$ cat src/rtl/fetch_unit.sv
// Instruction fetch stage: owns the PC, streams 16-bit words from synchronous
// program memory to the decoder, handles stalls (1-entry skid) and branches.
// Optional FETCH_HALT_EN: opcode 5'b11111 stops fetch until reset.
module fetch_unit #(
    parameter int PC_WIDTH          = 8,
    parameter int PROGRAM_DataWidth = 16,
    parameter int NumOpCodeBits     = 5
) (
    input  logic                         clk,
    input  logic                         reset,
    input  logic                         stall,
    input  logic                         cnt_wr_en,
    input  logic [PC_WIDTH-1:0]          literal_adr,
    output logic [PC_WIDTH-1:0]          mem_addr,
    output logic                         mem_rd_en,
    input  logic [PROGRAM_DataWidth-1:0] mem_data,
    output logic [PROGRAM_DataWidth-1:0] instruction,
    output logic                         instr_valid,
    output logic [PC_WIDTH-1:0]          pc,
    output logic                         halted
);

    typedef enum logic [1:0] {
        IDLE,
        FETCH
`ifdef FETCH_HALT_EN
        , HALT
`endif
    } state_t;

`ifdef FETCH_HALT_EN
    localparam bit HaltEn = 1'b1;
`else
    localparam bit HaltEn = 1'b0;
`endif

    state_t                         state;
    logic [PC_WIDTH-1:0]            fetch_pc;
    logic [PC_WIDTH-1:0]            rd_addr;
    logic                           rd_pending;
    logic                           skid_valid;
    logic [PROGRAM_DataWidth-1:0]   skid_data;
    logic [PC_WIDTH-1:0]            skid_addr;
    logic [NumOpCodeBits-1:0]       opcode;
    logic                           consumed;
    logic                           branch;
    logic                           halt_hit;

    assign consumed  = instr_valid && !stall;
    assign branch    = cnt_wr_en && consumed;
    assign opcode    = instruction[PROGRAM_DataWidth-1 -: NumOpCodeBits];
    assign halt_hit  = HaltEn && consumed && (opcode == '1);
    assign mem_rd_en = (state == FETCH) && !stall;
    assign mem_addr  = branch ? literal_adr : fetch_pc;

`ifndef FETCH_HALT_EN
    assign halted = 1'b0;
`endif

    always_ff @(posedge clk) begin
        if (reset) begin
            state       <= IDLE;
            fetch_pc    <= '0;
            rd_addr     <= '0;
            rd_pending  <= 1'b0;
            skid_valid  <= 1'b0;
            skid_data   <= '0;
            skid_addr   <= '0;
            instruction <= '0;
            instr_valid <= 1'b0;
            pc          <= '0;
`ifdef FETCH_HALT_EN
            halted      <= 1'b0;
`endif
        end else begin
            if (state == IDLE)
                state <= FETCH;
            if (mem_rd_en) begin
                fetch_pc <= mem_addr + 1'b1;
                rd_addr  <= mem_addr;
            end
            rd_pending <= mem_rd_en;

            if (halt_hit) begin
                // Anything already in flight belongs to the dead stream.
`ifdef FETCH_HALT_EN
                state  <= HALT;
                halted <= 1'b1;
`endif
                instr_valid <= 1'b0;
                skid_valid  <= 1'b0;
                rd_pending  <= 1'b0;
            end else if (stall) begin
                // No read issues under stall, so the skid can only fill once.
                if (rd_pending) begin
                    skid_valid <= 1'b1;
                    skid_data  <= mem_data;
                    skid_addr  <= rd_addr;
                end
            end else if (branch) begin
                instr_valid <= 1'b0;
                skid_valid  <= 1'b0;
            end else if (skid_valid) begin
                instruction <= skid_data;
                pc          <= skid_addr;
                instr_valid <= 1'b1;
                skid_valid  <= 1'b0;
            end else if (rd_pending) begin
                instruction <= mem_data;
                pc          <= rd_addr;
                instr_valid <= 1'b1;
            end else begin
                instr_valid <= 1'b0;
            end
        end
    end

endmodule

$ cat config.mk
export PLATFORM = sky130hd
export DESIGN_NAME = fetch_unit
export DESIGN_NICKNAME = d
export VERILOG_FILES = /design/src/rtl/fetch_unit.sv
export SDC_FILE = /design/constraint.sdc
export NUM_CORES = 1
export LEC_CHECK = 0
export BUFFER_PORTS_ARGS = -buffer_cell sky130_fd_sc_hd__buf_2
export CAP_MARGIN = 15
export CORE_ASPECT_RATIO = 0.7
export CORE_UTILIZATION = 26
export DETAILED_ROUTE_END_ITERATION = 8
export PLACE_DENSITY = 0.41
export SLEW_MARGIN = 30
export SYNTH_ARGS = -nofsm -noshare
export SYNTH_HDL_FRONTEND = slang
export SYNTH_SLANG_ARGS = --single-unit
export TNS_END_PERCENT = 20
$ cat constraint.sdc
create_clock -name clk -period 2.2 [get_ports clk]
set_input_delay 0.33 -clock clk [delete_from_list [all_inputs] [get_ports clk]]
set_output_delay 0.33 -clock clk [all_outputs]
set_load 0.05 [all_outputs]
# [Word level (Yosys, flattened, before mapping)]
# Index checks and enable logic that the tools add are counted.
[classes] n_reduce_logical=9 addsub=1 n_bitwise=2 n_mux=8
[op_table] op="$mux W16" count=2
[op_table] op="$mux W8" count=3
[op_table] op="$add A8 B1 Y8 const B" count=1
[op_table] op="$logic_and A1 B1 Y1" count=3
[op_table] op="$mux W1" count=3
[op_table] op="$reduce_and A3 Y1" count=1
[op_table] op="$logic_not A2 Y1" count=1
[op_table] op="$not A1 Y1" count=2
[op_table] op="$reduce_and A2 Y1" count=1
[op_table] op="$reduce_bool A2 Y1" count=1
[op_table] op="$reduce_or A2 Y1" count=1
[op_table] op="$logic_not A1 Y1" count=1
[totals] word_cells=30 output_inout_bits=35 ff_bits=68 inputBits=28

# [Longest topological paths before layout]
# Gate-level depths: netlist of the first run.
[depth] ltp_word=5 depth_mapped=10 ltp_nobuf=8

# [Worst setup path before layout of the first run]
# OpenSTA, ideal clock, no wires.
[synth_timing] kind="reg2reg" from="register instr_valid" to="register fetch_pc[6]" stages_incl_launch_ff=11 arrival_ns=2.659 period_less_slack_ns=2.733 setup_slack_ns=-0.533 path_cell_list="dfxtp_1 -> and3b_1 -> buf_6 -> buf_4 -> nand2_1 -> nand2_1 -> ha_1 -> and3_1 -> nand4_1 -> or3_1 -> a31oi_1"
[synth_between] elab_chain_cells=4
[synth_lines] element="from (decl)" line_no="18" rtl="output logic instr_valid,"
[synth_lines] element="from (signal assigned)" line_no="70" rtl="instr_valid <= 1'b0;"
[synth_lines] element="from (signal assigned)" line_no="90" rtl="instr_valid <= 1'b0;"
[synth_lines] element="from (signal assigned)" line_no="101" rtl="instr_valid <= 1'b0;"
[synth_lines] element="$logic_and A1 B1 Y1" line_no="49" rtl="assign consumed = instr_valid && !stall;"
[synth_lines] element="$logic_and A1 B1 Y1" line_no="50" rtl="assign branch = cnt_wr_en && consumed;"
[synth_lines] element="$mux W8" line_no="54" rtl="assign mem_addr = branch ? literal_adr : fetch_pc;"
[synth_lines] element="named net mem_addr[0]" line_no="14" rtl="output logic [PC_WIDTH-1:0] mem_addr,"
[synth_lines] element="$add A8 B1 Y8" line_no="79" rtl="fetch_pc <= mem_addr + 1'b1;"
[synth_lines] element="to (signal assigned)" line_no="79"
[synth_lines] element="to (decl)" line_no="38" rtl="logic [PC_WIDTH-1:0] fetch_pc;"
# The timed path passes the listed nets, and every way through them passes these cells.
# A chain may end at the register's enable or synchronous reset.

# [Worst setup path in the final report of the first run]
[layout_timing] from="register instr_valid" to="output port mem_addr[7]"
[layout_between] elab_chain_cells=3
[layout_lines] element="$logic_and A1 B1 Y1" line_no="49"
[layout_lines] element="$logic_and A1 B1 Y1" line_no="50"
[layout_lines] element="$mux W8" line_no="54"
[layout_lines] element="to (decl)" line_no="14"
# Every way passes these cells.

==> flow_summary.json, run 1 <==
{
  "outcome": "finished, final reports clean",
  "yosysMostFrequentCell": "nand2_1",
  "crit_slowest_cell": "dfxtp_4",
  "yosys-top-cells-area": "dfxtp_1 (46%), nand2_1 (9.1%), mux2i_1 (8.5%)",
  "synth_xor_area_share_pct": 1.190,
  "grt_pass1_wl_um": 12280,
  "nets": 432,
  "max_clock_freq_mhz": 473.8,
  "grt_pass1_vias": 2337,
  "synth.avg_cell_area_um2": 8.436,
  "cp-startpoint": "instr_valid$_SDFFE_PP0N_",
  "rsz0062_at_grt": "false",
  "num_rows": 32,
  "cp.arrival_ns": 1.78,
  "dp_slack_ns": 0.1523,
  "finalWorstSetupSlack_ns": 0.08942,
  "finalMaxSlewViolations": 0,
  "hold_buffers": 0,
  "drv_cap": 0,
  "antenna_found_initial": 0,
  "fin_util_pct": 33.22,
  "cts.clk_slew.worst_paths_ns": 0.05,
  "io_buffers": 61,
  "synth_common_cells": "nand2_1 (71), dfxtp_1 (68), nor2_1 (39), a21oi_1 (32)",
  "grt_max_degree": 57,
  "ys_types": 43,
  "peakVddDrop_mv": 0.3480,
  "post-dp-hpwl_um": 5203,
  "h-tree-depth": 3,
  "fp.dieH_um": 91.03,
  "stdcell_area_um2": 3657,
  "synth.largest_area_cell": "dfxtp_1",
  "cts_buffers": 9,
  "viasPerCell": 4.646,
  "synthToLayoutAreaGrowth_pct": 24.22,
  "placed_cell_area_um2": 3413,
  "die_w_um": 129.2,
  "num_antenna_cells": 0,
  "critPathCapture": "mem_addr[7]",
  "core_area_um2": 11010,
  "setup_violations": 0,
  "reg2reg_from": "instr_valid$_SDFFE_PP0N_",
  "synthAdderAreaFrac_pct": 0.4250,
  "dr.pass1.iters": 4,
  "synth_edf_count": 0,
  "skew_ns": 0.005626,
  "yosys_warnings": 0,
  "drc": 0,
  "async_reset_ff_share_pct": 0,
  "cts_buffer_depth": 2,
  "cp_slowest_stage_delay_ns": 0.38,
  "ys_ff_latch": 68,
  "place_congestion": 0.8150,
  "critPathLaunchType": "flip-flop",
  "cts.sinks": 68,
  "synth-compound-area-share_pct": 18.32,
  "synthMuxAreaShare_pct": 8.882,
  "drive_gt1_share_pct": 21.18,
  "cts_tree": "built",
  "synth_top_area_share_pct": 46.24,
  "syn_area_um2": 2944,
  "post_cts_buffers": 0,
  "vias": 2597,
  "finalHoldViolCount": 0,
  "post_cts_resized": 0,
  "reg2regPathDepth": 8,
  "ys_seq_area_share_pct": 46.24,
  "ff2ff_setup_slack_ns": 0.31,
  "total_power_w": 0.002867,
  "ant_nets": 0,
  "ioPinCount": 63,
  "syn_nets": 378,
  "n_fill_cell": 1209,
  "clk_latency_ns": 0.33,
  "min_period_over_period_pct": 95.94,
  "wire_per_inst_um": 13.88,
  "cts_root_buf": "clkbuf_16",
  "crit_chain": "and3b_1 -> buf_4 -> mux2_1 -> buf_2",
  "critPathMaxFanout": 14,
  "leakagePower_nw": 1.344,
  "grt_use_total_pct": 13.99,
  "start_util_pct": 26.74,
  "syn_inst": 349,
  "r2r_end": "fetch_pc[6]$_SDFFE_PP0P_",
  "path_class": "reg2out",
  "synth_top_family_by_area": "simple AND/OR/NAND/NOR gates",
  "cp_data_required_time_ns": 1.87,
  "setup_tns_ns": 0,
  "drtIter0Drc": 160,
  "hold_class": "in2reg",
  "synthFlopType": "dfxtp_1",
  "period_needed_ns": 2.111,
  "end_kind": "output pin",
  "postRouteWirelength_um": 7759,
  "globalRoute.totalOverflow": 0,
  "powerDensity_nw_per_um2": 784.0,
  "die-area_um2": 11760,
  "synth-simple-area-share_pct": 19.00
}
[cells in the final DEF, fill, tap and decap left out, types with 4 or more instances in the layout]
master / Yosys / final
dfxtp_1: 68 / 67
a311oi_1: 7 / 7
mux2i_1: 25 / 25
a211oi_1: 25 / 25
inv_1: 4 / 4
a21oi_1: 32 / 32
clkbuf_1: 11 / 5
buf_4: 5 / 8
nand3_1: 8 / 8
o21ai_0: 5 / 5
nor2_1: 39 / 39
clkbuf_16: 0 / 9
buf_2: 9 / 61
nand2_1: 71 / 69
[power by group]
part	total, W	internal [W]	switching [W]
Combinational	0.000325	0.0000967	0.000229
Sequential	0.00130	0.00127	0.0000258
Clock	0.00124	0.000752	0.000490
Total	0.00287	0.00212	0.000744
[metal layers]
layer / track usage (%) / routed length, um / share of wire (%) / vias up
li1: - / - / - / 1330
met1: 20.33 / 4226 / 54 / 1207
met2: 18.01 / 3000 / 39 / 52
met3: 4.891 / 416 / 5.4 / 8
met4: 6.176 / 116 / 1.5 / 0
met5: 0 / 0 / 0 / -
[worst max-delay path, delay by kind of cell, from the launching register on]
| kind | cells | cell delay, ns |
|---|---|---|
| buf+inv | 2 | 0.45 |
| flops | 1 | 0.38 |
| mux | 1 | 0.36 |
| simple gates | 1 | 0.26 |
[cells by family after synthesis]
logic type,Yosys count
xor+xnor,4
simple gates,134
compound gates,82
other cells,1
flops,68
fa+ha+maj,1
mux,26
buf+inv,33
[per-stage QoR]
stage | hold slack [ns] | std cells
4_1_cts | 0.2371 | 559
2_1_floorplan | 0.4136 | 349
6_report | 0.2484 | 559
3_5_place_dp | 0.4467 | 545
5_1_grt | 0.2507 | 559
3_3_place_gp | 0.4421 | 545
[state kept, by name, summed over array words and instances, names as in the netlist, 8 cells and up]
name,cells
fetch_pc,8
skid_data,16
pc,8
skid_addr,8
rd_addr,8
instruction,16
[worst min-delay path by stage]
stage                              startpoint                         to  slack (ns)  cells past startpoint
CTS                               mem_data[6]  skid_data[6]$_SDFFE_PP0P_        0.24                      3
floorplan                               reset      rd_pending$_SDFF_PP0_        0.41                      1
finish                            mem_data[6]  skid_data[6]$_SDFFE_PP0P_        0.25                      3
detailed placement  skid_addr[4]$_SDFFE_PP0P_  skid_addr[4]$_SDFFE_PP0P_        0.45                      2
global placement    skid_data[1]$_SDFFE_PP0P_  skid_data[1]$_SDFFE_PP0P_        0.44                      2
global route                      mem_data[9]  skid_data[9]$_SDFFE_PP0P_        0.25                      3
[cell type report]
type                    count  area (um2)  share of cell area, %
well taps                 153       191.4                  5.234
clock buffers              14       244.0                  6.671
flip-flops and latches     68        1365                  37.32
repair buffers             70       385.4                  10.54
multi-input cells         248        1446                  39.55
inverters                   6       25.02                 0.6842
No activity file was read; power rests on OpenSTA's default activity.
==> run 2: changes to the inputs <==
--- a/config.mk
+++ b/config.mk
@@ -11,6 +11,7 @@
 export CORE_UTILIZATION = 26
 export DETAILED_ROUTE_END_ITERATION = 8
 export PLACE_DENSITY = 0.41
+export REMOVE_ABC_BUFFERS = 1
 export SLEW_MARGIN = 30
 export SYNTH_ARGS = -nofsm -noshare
 export SYNTH_HDL_FRONTEND = slang
==> flow_summary.json, run 2 (synthesis gave the netlist of run 1 again) <==
{
  "crit_slowest_cell": "dfxtp_2",
  "leakagePower_nw": 1.379,
  "peakVddDrop_mv": 0.3523,
  "period_needed_ns": 2.114,
  "grt_pass1_wl_um": 12700,
  "clk_latency_ns": 0.33,
  "grt_max_degree": 50,
  "critPathMaxFanout": 14,
  "cts.clk_slew.worst_paths_ns": 0.05,
  "wire_per_inst_um": 13.72,
  "globalRoute.totalOverflow": 0,
  "cts_buffer_depth": 2,
  "seq_area_um2": 1364,
  "final_common_cell": "nand2_1",
  "start_util_pct": 26.74,
  "die-area_um2": 11760,
  "path_delay_family": "buffers and inverters",
  "drive_gt1_share_pct": 22.63,
  "core_area_um2": 11010,
  "cts_root_buf": "clkbuf_16",
  "ant_nets": 0,
  "drc": 0,
  "post_cts_resized": 1,
  "io_buffers": 61,
  "crit_chain": "and3b_1 -> buf_4 -> mux2_1 -> buf_2",
  "cts_buffers": 9,
  "die_w_um": 129.2,
  "h-tree-depth": 3,
  "grt_pass1_vias": 2479,
  "fin_util_pct": 33.39,
  "reg2reg_from": "instr_valid$_SDFFE_PP0N_",
  "cts.sinks": 68,
  "setup_violations": 0,
  "end_kind": "output pin",
  "viasPerCell": 4.546,
  "cts_tree": "built",
  "tightest_slew_ns": 0.5966,
  "relSlewSlack_pct": 60.23,
  "hold_start": "mem_data[15]",
  "post_cts_buffers": 0,
  "min_period_over_period_pct": 96.11,
  "place_congestion": 0.7966,
  "outcome": "finished, final reports clean",
  "grt_use_total_pct": 14.29,
  "final_cell_mix": "nand2_1 (71), dfxtp_1 (66), buf_2 (61), nor2_1 (39), a21oi_1 (32)",
  "cp_num_buf_inv": 2,
  "synthToLayoutAreaGrowth_pct": 24.86,
  "drtIter0Drc": 170,
  "vias": 2564,
  "finalWorstSetupSlack_ns": 0.08558,
  "met3_length_um": 457,
  "num_rows": 32,
  "critPathLaunchType": "flip-flop",
  "post-dp-hpwl_um": 5232,
  "nets": 436,
  "dp_slack_ns": 0.1227,
  "dp.cells": 549,
  "cp_data_required_time_ns": 1.87,
  "hold_buffers": 0,
  "fp.dieH_um": 91.03,
  "skew_ns": 0.004746,
  "cp_slowest_stage_delay_ns": 0.39,
  "ioPinCount": 63,
  "hold_class": "in2reg",
  "n_fill_cell": 1198,
  "num_antenna_cells": 0,
  "dr_wl_met2_um": 3166,
  "cp-startpoint": "instr_valid$_SDFFE_PP0N_",
  "dr.pass1.iters": 6,
  "rsz0062_at_grt": "true",
  "postRouteWirelength_um": 7737,
  "max_clock_freq_mhz": 472.9,
  "finalHoldViolCount": 0,
  "powerDensity_nw_per_um2": 799.7,
  "top_regs": "instruction x16, skid_data x16",
  "antenna_found_initial": 0,
  "path_class": "reg2out",
  "multi_input_area_um2": 1423,
  "finalMaxSlewViolations": 0,
  "top_layer_used": "met4",
  "cp.arrival_ns": 1.78,
  "wl_met1_um": 4035,
  "drv_cap": 0,
  "final_cells": 564
}
==> run 2: path summary, 6_finish.rpt <==
path | to | slack, ns | cells after the start
setup / recovery | mem_addr[7] | 0.09 | 4
hold / removal | skid_data[15]$_SDFFE_PP0P_ | 0.25 | 3
hold reg to reg | skid_data[9]$_SDFFE_PP0P_ | 0.45 | 2
setup reg to reg | fetch_pc[6]$_SDFFE_PP0P_ | 0.19 | 8
==> run 2: area by class of cell <==
type / instances / share of cell area, %
inverters: 6 / 0.6807
clock buffers: 13 / 7.080
flip-flops and latches: 68 / 37.10
multi-input cells: 248 / 38.70
repair buffers: 74 / 10.96
clock inverters: 2 / 0.2723
well taps: 153 / 5.208
==> run 2: power breakdown <==
group          switching, W  internal (W)  leakage, nW
clock              0.000503      0.000814        0.135
sequential        0.0000253       0.00128        0.554
combinational      0.000225     0.0000963        0.690
==> run 2: per-layer routing <==
layer  vias to the layer above  track usage [%]
met2                        57            19.98
met5                         -                0
met1                      1168            19.99
met4                         0            3.627
li1                       1334                -
met3                         5            5.775
==> run 2: worst register-to-register path: stages, from the launching register on <==
cell and delay [ns]:
dfxtp_2 0.39, and3b_1 0.26, nand2_1 0.12, nand2_1 0.09
ha_1 0.28, and3_1 0.24, nand4_1 0.12, or3_1 0.32
a31oi_1 0.12
==> run 2: metrics by stage <==
step           hold WS (ns)  power [W]  setup TNS, ns  instance area [um2]
2_1_floorplan        0.3991   0.001523         -26.32                 2798
5_1_grt              0.2425   0.003081      -0.007098                 3676
3_5_place_dp         0.4465   0.001651              0                 3401
4_1_cts              0.2340   0.002993              0                 3672
3_3_place_gp         0.4420   0.001650              0                 3401
6_report             0.2466   0.002940              0                 3676
